**config.mk**
```make
export PLATFORM = sky130hd
export DESIGN_NAME = sig_glitch_filter
export DESIGN_NICKNAME = d
export VERILOG_FILES = /design/src/rtl/sig_filter_pkg.sv /design/src/rtl/sig_sync2.sv /design/src/rtl/sig_glitch_filter.sv
export SDC_FILE = /design/constraint.sdc
export NUM_CORES = 1
export LEC_CHECK = 0
export CAP_MARGIN = 30
export CORE_ASPECT_RATIO = 1.5
export CORE_MARGIN = 2
export CORE_UTILIZATION = 35
export DETAILED_ROUTE_END_ITERATION = 10
export GPL_TIMING_DRIVEN = 0
export PLACE_DENSITY_LB_ADDON = 0.12
export SLEW_MARGIN = 20
export SYNTH_ARGS = -nofsm -noshare
export SYNTH_HDL_FRONTEND = slang
export SYNTH_SLANG_ARGS = --single-unit
```
**constraint.sdc**
```tcl
create_clock -name clk -period 1.3 [get_ports clk]
set_input_delay 0.195 -clock clk [delete_from_list [all_inputs] [get_ports clk]]
set_output_delay 0.195 -clock clk [all_outputs]
set_load 0.01 [all_outputs]
```
**src/rtl/sig_filter_pkg.sv**
```systemverilog
// Shared definitions for the sig_glitch_filter slice.
//   - FSM state encoding for the level qualifier
//   - event record layout {rise, stamp} (shown here at the default width)
//   - default configuration constants
package sig_filter_pkg;

  localparam int unsigned DefaultFiltLen = 3;
  localparam int unsigned DefaultCntW    = 8;

  typedef enum logic [1:0] {
    ST_LO      = 2'd0,
    ST_PEND_HI = 2'd1,
    ST_HI      = 2'd2,
    ST_PEND_LO = 2'd3
  } filt_state_e;

  // Event record: rise flag in the MSB, cycle stamp below it.
  typedef struct packed {
    logic                   rise;
    logic [DefaultCntW-1:0] stamp;
  } evt_rec_t;

endpackage

```
**src/rtl/sig_sync2.sv**
```systemverilog
// Two-flop synchronizer for a single asynchronous bit.
// Ports:
//   clk - clock, rising edge
//   rst - synchronous active-high reset, clears both stages to 0
//   d_i - asynchronous input
//   q_o - synchronized output (two clocks of latency)
module sig_sync2 (
  input  logic clk,
  input  logic rst,
  input  logic d_i,
  output logic q_o
);

  logic meta_q;
  logic sync_q;

  always_ff @(posedge clk) begin
    if (rst) begin
      meta_q <= 1'b0;
      sync_q <= 1'b0;
    end else begin
      meta_q <= d_i;
      sync_q <= meta_q;
    end
  end

  assign q_o = sync_q;

endmodule

```
**src/rtl/sig_glitch_filter.sv**
```systemverilog
// Glitch filter for a raw 1-bit gate-stage output. A new level must be seen for FILT_LEN
// consecutive sampled cycles before it is accepted; each accepted edge is reported as a
// timestamped event through a one-entry valid/ready buffer. Rejected pulses are counted.
// Build option: define SIG_GLITCH_FILTER_SYNC_EN to put a 2-flop synchronizer in front of the
// input sample register (adds 2 cycles of latency, for c_in from another clock domain).
// Ports:
//   clk        - clock, rising edge
//   rst        - synchronous active-high reset
//   c_in       - raw input signal
//   filt_out   - filtered level
//   evt_valid  - event pending
//   evt_ready  - consumer accepts the pending event when high with evt_valid
//   evt_rise   - 1 = rising edge event, 0 = falling
//   evt_time   - cycle counter value at the qualifying edge
//   glitch_cnt - rejected pulse count, saturating
//   overrun    - sticky, an event was dropped because the buffer was full
module sig_glitch_filter
  import sig_filter_pkg::*;
#(
  parameter int unsigned FILT_LEN = DefaultFiltLen,
  parameter int unsigned CNT_W    = DefaultCntW
) (
  input  logic             clk,
  input  logic             rst,
  input  logic             c_in,
  output logic             filt_out,
  output logic             evt_valid,
  input  logic             evt_ready,
  output logic             evt_rise,
  output logic [CNT_W-1:0] evt_time,
  output logic [CNT_W-1:0] glitch_cnt,
  output logic             overrun
);

  localparam int unsigned    RcW   = $clog2(FILT_LEN + 1);
  localparam logic [RcW-1:0] RcMax = RcW'(FILT_LEN);
  localparam logic [RcW-1:0] RcOne = RcW'(1);

  typedef struct packed {
    logic             rise;
    logic [CNT_W-1:0] stamp;
  } evt_t;

  // ---------------------------------------------------------------------------------------------
  // Input sampling
  // ---------------------------------------------------------------------------------------------
  logic s_src;
  logic s_q;

`ifdef SIG_GLITCH_FILTER_SYNC_EN
  sig_sync2 u_sync (
    .clk (clk),
    .rst (rst),
    .d_i (c_in),
    .q_o (s_src)
  );
`else
  assign s_src = c_in;
`endif

  always_ff @(posedge clk) begin
    if (rst) begin
      s_q <= 1'b0;
    end else begin
      s_q <= s_src;
    end
  end

  // ---------------------------------------------------------------------------------------------
  // Qualification FSM
  // ---------------------------------------------------------------------------------------------
  filt_state_e    state_q, state_d;
  logic [RcW-1:0] rc_q, rc_d;
  logic [RcW-1:0] rc_inc;
  logic           filt_q, filt_d;
  logic           new_evt;
  logic           new_rise;
  logic           glitch;

  assign rc_inc = rc_q + RcOne;

  always_comb begin
    state_d  = state_q;
    rc_d     = rc_q;
    filt_d   = filt_q;
    new_evt  = 1'b0;
    new_rise = 1'b0;
    glitch   = 1'b0;
    unique case (state_q)
      ST_LO: begin
        if (s_q) begin
          if (RcMax == RcOne) begin
            state_d  = ST_HI;
            rc_d     = '0;
            filt_d   = 1'b1;
            new_evt  = 1'b1;
            new_rise = 1'b1;
          end else begin
            state_d = ST_PEND_HI;
            rc_d    = RcOne;
          end
        end
      end
      ST_PEND_HI: begin
        if (s_q) begin
          if (rc_inc == RcMax) begin
            state_d  = ST_HI;
            rc_d     = '0;
            filt_d   = 1'b1;
            new_evt  = 1'b1;
            new_rise = 1'b1;
          end else begin
            rc_d = rc_inc;
          end
        end else begin
          state_d = ST_LO;
          rc_d    = '0;
          glitch  = 1'b1;
        end
      end
      ST_HI: begin
        if (!s_q) begin
          if (RcMax == RcOne) begin
            state_d = ST_LO;
            rc_d    = '0;
            filt_d  = 1'b0;
            new_evt = 1'b1;
          end else begin
            state_d = ST_PEND_LO;
            rc_d    = RcOne;
          end
        end
      end
      ST_PEND_LO: begin
        if (!s_q) begin
          if (rc_inc == RcMax) begin
            state_d = ST_LO;
            rc_d    = '0;
            filt_d  = 1'b0;
            new_evt = 1'b1;
          end else begin
            rc_d = rc_inc;
          end
        end else begin
          state_d = ST_HI;
          rc_d    = '0;
          glitch  = 1'b1;
        end
      end
    endcase
  end

  always_ff @(posedge clk) begin
    if (rst) begin
      state_q <= ST_LO;
      rc_q    <= '0;
      filt_q  <= 1'b0;
    end else begin
      state_q <= state_d;
      rc_q    <= rc_d;
      filt_q  <= filt_d;
    end
  end

  // ---------------------------------------------------------------------------------------------
  // Timestamp and glitch counter
  // ---------------------------------------------------------------------------------------------
  logic [CNT_W-1:0] ts_q;
  logic [CNT_W-1:0] glitch_q, glitch_d;

  always_comb begin
    glitch_d = glitch_q;
    if (glitch && (glitch_q != {CNT_W{1'b1}})) begin
      glitch_d = glitch_q + 1'b1;
    end
  end

  always_ff @(posedge clk) begin
    if (rst) begin
      ts_q     <= '0;
      glitch_q <= '0;
    end else begin
      ts_q     <= ts_q + 1'b1;
      glitch_q <= glitch_d;
    end
  end

  // ---------------------------------------------------------------------------------------------
  // One-entry event buffer
  // ---------------------------------------------------------------------------------------------
  logic evt_vld_q, evt_vld_d;
  evt_t evt_q, evt_d;
  logic ovr_q, ovr_d;
  logic accept;

  assign accept = evt_vld_q & evt_ready;

  always_comb begin
    evt_vld_d = evt_vld_q;
    evt_d     = evt_q;
    ovr_d     = ovr_q;
    if (new_evt && (!evt_vld_q || accept)) begin
      // Empty, or being drained on this same edge: the new event takes the slot.
      evt_vld_d   = 1'b1;
      evt_d.rise  = new_rise;
      evt_d.stamp = ts_q;
    end else if (accept) begin
      evt_vld_d = 1'b0;
    end
    if (new_evt && evt_vld_q && !evt_ready) begin
      ovr_d = 1'b1;
    end
  end

  always_ff @(posedge clk) begin
    if (rst) begin
      evt_vld_q <= 1'b0;
      evt_q     <= '0;
      ovr_q     <= 1'b0;
    end else begin
      evt_vld_q <= evt_vld_d;
      evt_q     <= evt_d;
      ovr_q     <= ovr_d;
    end
  end

  assign filt_out   = filt_q;
  assign evt_valid  = evt_vld_q;
  assign evt_rise   = evt_q.rise;
  assign evt_time   = evt_q.stamp;
  assign glitch_cnt = glitch_q;
  assign overrun    = ovr_q;

endmodule
```
==> results.yml <==
hold_path:
  hp-class: "register to register"
  whs_path_depth: 2
  hold_end: "evt_time[3]"
  timing.hold.worst.start: "evt_time[3]"
timing:
  slew_viol_final: 0
  tns_ns: -0.721
  setup_viol: 12
  worst_pin_slew_ns: 0.430
  final.setup.worst_slack_ns: -0.0871
  rsz0062_at_grt: "yes"
  fmax_ghz: 0.721
  finalClockSkew_ns: 0.00639
  final.min_clock_period_ns: 1.39
  post-route-period-util_pct: 107
  hold_ws_ns: 0.458
  finalHoldViolCount: 0
  slew_headroom_pct: 71.4
placement:
  port_buffers: 23
  gp_congestion: 0.794
  preCtsSetupSlack_ns: -0.271
  dp_hpwl_um: 2100
  place_inst: 219
synth:
  synth_cell_types: 37
  synthTopCellsByCount: "dfxtp_1 (33), nand2_1 (20), nor2_1 (17), a21oi_1 (13), nand3_1 (8)"
  synth_area_leaders: "dfxtp_1 (48%), nand2_1 (5.5%), a21oi_1 (4.8%)"
  ys_seq_area_share_pct: 48.3
  syn_inst: 153
  synth_flop_cell: "dfxtp_1"
  async_flop_share_pct: 0
  synth_top_area_share_pct: 48.3
  synthesis.nets: 159
  yosysWarnings: 0
  synth_area_sq_um: 1370
  synth_largest_area_cell: "dfxtp_1"
  synth.most_common_cell: "dfxtp_1"
  synth_edf_count: 0
  ys_seq_elements: 33
  syn_area_per_cell_sq_um: 8.95
cts:
  postCtsHoldBufs: 0
  clk_latency_ns: 0.29
  cts_sinks: 33
  htreeDepth: 2
  cts_buffers: 5
  cts_tree: "built"
  cts_root_buf: "clkbuf_8"
  cts_buffer_depth: 2
  clk_pin_slew_ns: 0.07
detailed_routing:
  vias: 1232
  ant_nets: 0
  drtIter0Drc: 7
  wl_um: 3270
  drc: 0
  vias_per_cell: 5.15
  drt_first_pass_iters: 4
  wire_per_inst_um: 13.7
power_and_ir_drop:
  p_leak_nw: 0.787
  p_total_w: 0.00195
  ir_drop_v: 0.000783
  power_density_nw_per_um2: 987
floorplan:
  dieWidth_um: 55.1
  rows: 27
  start_util_pct: 36.8
  die_area_sq_um: 4440
  pin_count: 24
  die_h_um: 80.6
  core_region_area_sq_um: 3720
cells_and_area:
  fill_cells: 367
  fin_nets: 202
  seq_area_sq_um: 689
  syn_to_final_growth_pct: 44.7
  drive_gt1_share_pct: 27.6
  layout.cells.non_filler: 239
  multi_input_area_sq_um: 773
  n_antenna_cell: 0
critical_path:
  worst_ep_required_time_ns: 1.47
  r2r-end: "glitch_cnt[7]"
  worst_setup_path_end_kind: "register"
  worstSetupPathType: "register to register"
  reg2reg_setup_slack_ns: -0.09
  startpoint: "glitch_cnt[2]"
  start_kind: "register"
  crit-reg2reg-launch: "glitch_cnt[2]"
  critPathArrivalTime_ns: 1.55
  crit_fanout: 7
  ff2ff_path_depth: 4
global_routing:
  met3_usage_pct: 5.20
  track_usage_pct: 17.1
  grt_pass1_wl_um: 5480
  top_usage_layer: "met2"
  antenna_found_initial: 0
  grtUsageMet2_pct: 29.9
  grt_max_degree: 11
  met1_usage_pct: 18.9
  gr-total-overflow: 0
  grt_pass1_vias: 1159
outcome:
  outcome: "finished with violations"
  violations: "negative setup slack"
flow_run:
  cap_violations: 0
==> registers in the layout (all words and copies together) (netlist names), named ones only <==
| signal | cells |
|---|---|
| evt_time | 8 |
| glitch_cnt | 8 |
| ts_q | 8 |
| rc_q | 2 |
| evt_rise | 1 |
| evt_valid | 1 |
| filt_out | 1 |
| overrun | 1 |
| s_q | 1 |
| state_q | 1 |
==> worst max-delay path: stages, from the launching register on <==
cell	delay (ns)
dfxtp_2	0.39
nand4_1	0.16
or4_4	0.53
nor3_4	0.13
a211oi_2	0.04
==> layout make-up <==
cell class                      instances  area share [%]
Multi-Input combinational cell        111            39.0
Sequential cell                        33            34.8
Timing Repair Buffer                   37            16.5
Clock buffer                            7            4.36
Tap cell                               43            2.72
Buffer                                  5            2.02
Inverter                                3           0.569
==> cells by family (layout without fill, tap and decap cells) <==
kind of cell    count (synthesis)  after routing  share of synthesized area (%)
mux                             1              1                          0.731
compound gates                 29             29                           13.3
xor+xnor                        9              9                           6.86
flops                          33             33                           48.3
buf+inv                         9             52                           2.74
simple gates                   70             70                           26.2
fa+ha+maj                       2              2                           1.83
==> stage by stage <==
step / cell area, sq um / utilization, %
4_1_cts: 1890 / 50.7
3_3_place_gp: 1690 / 45.6
6_report: 1980 / 53.3
3_5_place_dp: 1690 / 45.6
5_1_grt: 1980 / 53.3
2_1_floorplan: 1410 / -
==> what timing repair did <==
action / 4_1_cts / 5_1_grt
setup endpoints to repair: 35 / 18
resized for setup: 34 / 22
setup buffers: 9 / 5
pin swaps: 9 / 7
==> worst max path at each step <==
| stage | endpoint | slack, ns | cells after the start |
|---|---|---|---|
| after floorplan | glitch_cnt[7] | -0.12 | 5 |
| after global placement | glitch_cnt[6] | -0.25 | 3 |
| after detailed placement | glitch_cnt[4] | -0.27 | 3 |
| after CTS | glitch_cnt[7] | -0.11 | 5 |
| after global routing | evt_time[2] | -0.17 | 7 |
| final | glitch_cnt[7] | -0.09 | 4 |
==> where the power goes <==
group          switching [W]  internal, W  total, W
clock               0.000358     0.000420  0.000778
sequential         0.0000199      0.00102   0.00104
combinational      0.0000673    0.0000688  0.000136
==> metal layers <==
metal | up-vias | wire length [um]
li1 | 626 | -
met1 | 585 | 1380
met2 | 15 | 1740
met3 | 6 | 104
met4 | 0 | 44
met5 | - | 0
==> layout by cell type (no fill, tap or decap), drive strengths merged, types with 2 or more instances in the layout <==
cell,netlist,routed
clkdlybuf4s50,0,3
nand3b,2,2
nand3,8,8
o21ai,3,3
nand4,4,4
nor2,17,17
nand2,20,20
buf,1,16
dfxtp,33,33
a211oi,2,2
xor2,6,6
nor3,6,6
a31oi,4,4
xnor2,3,3
ha,2,2
nor2b,3,3
and3,3,3
inv,3,3
dlygate4sd2,0,20
clkbuf,5,10
o21a,3,3
a21oi,13,13
(Power assumes the default switching activity.)
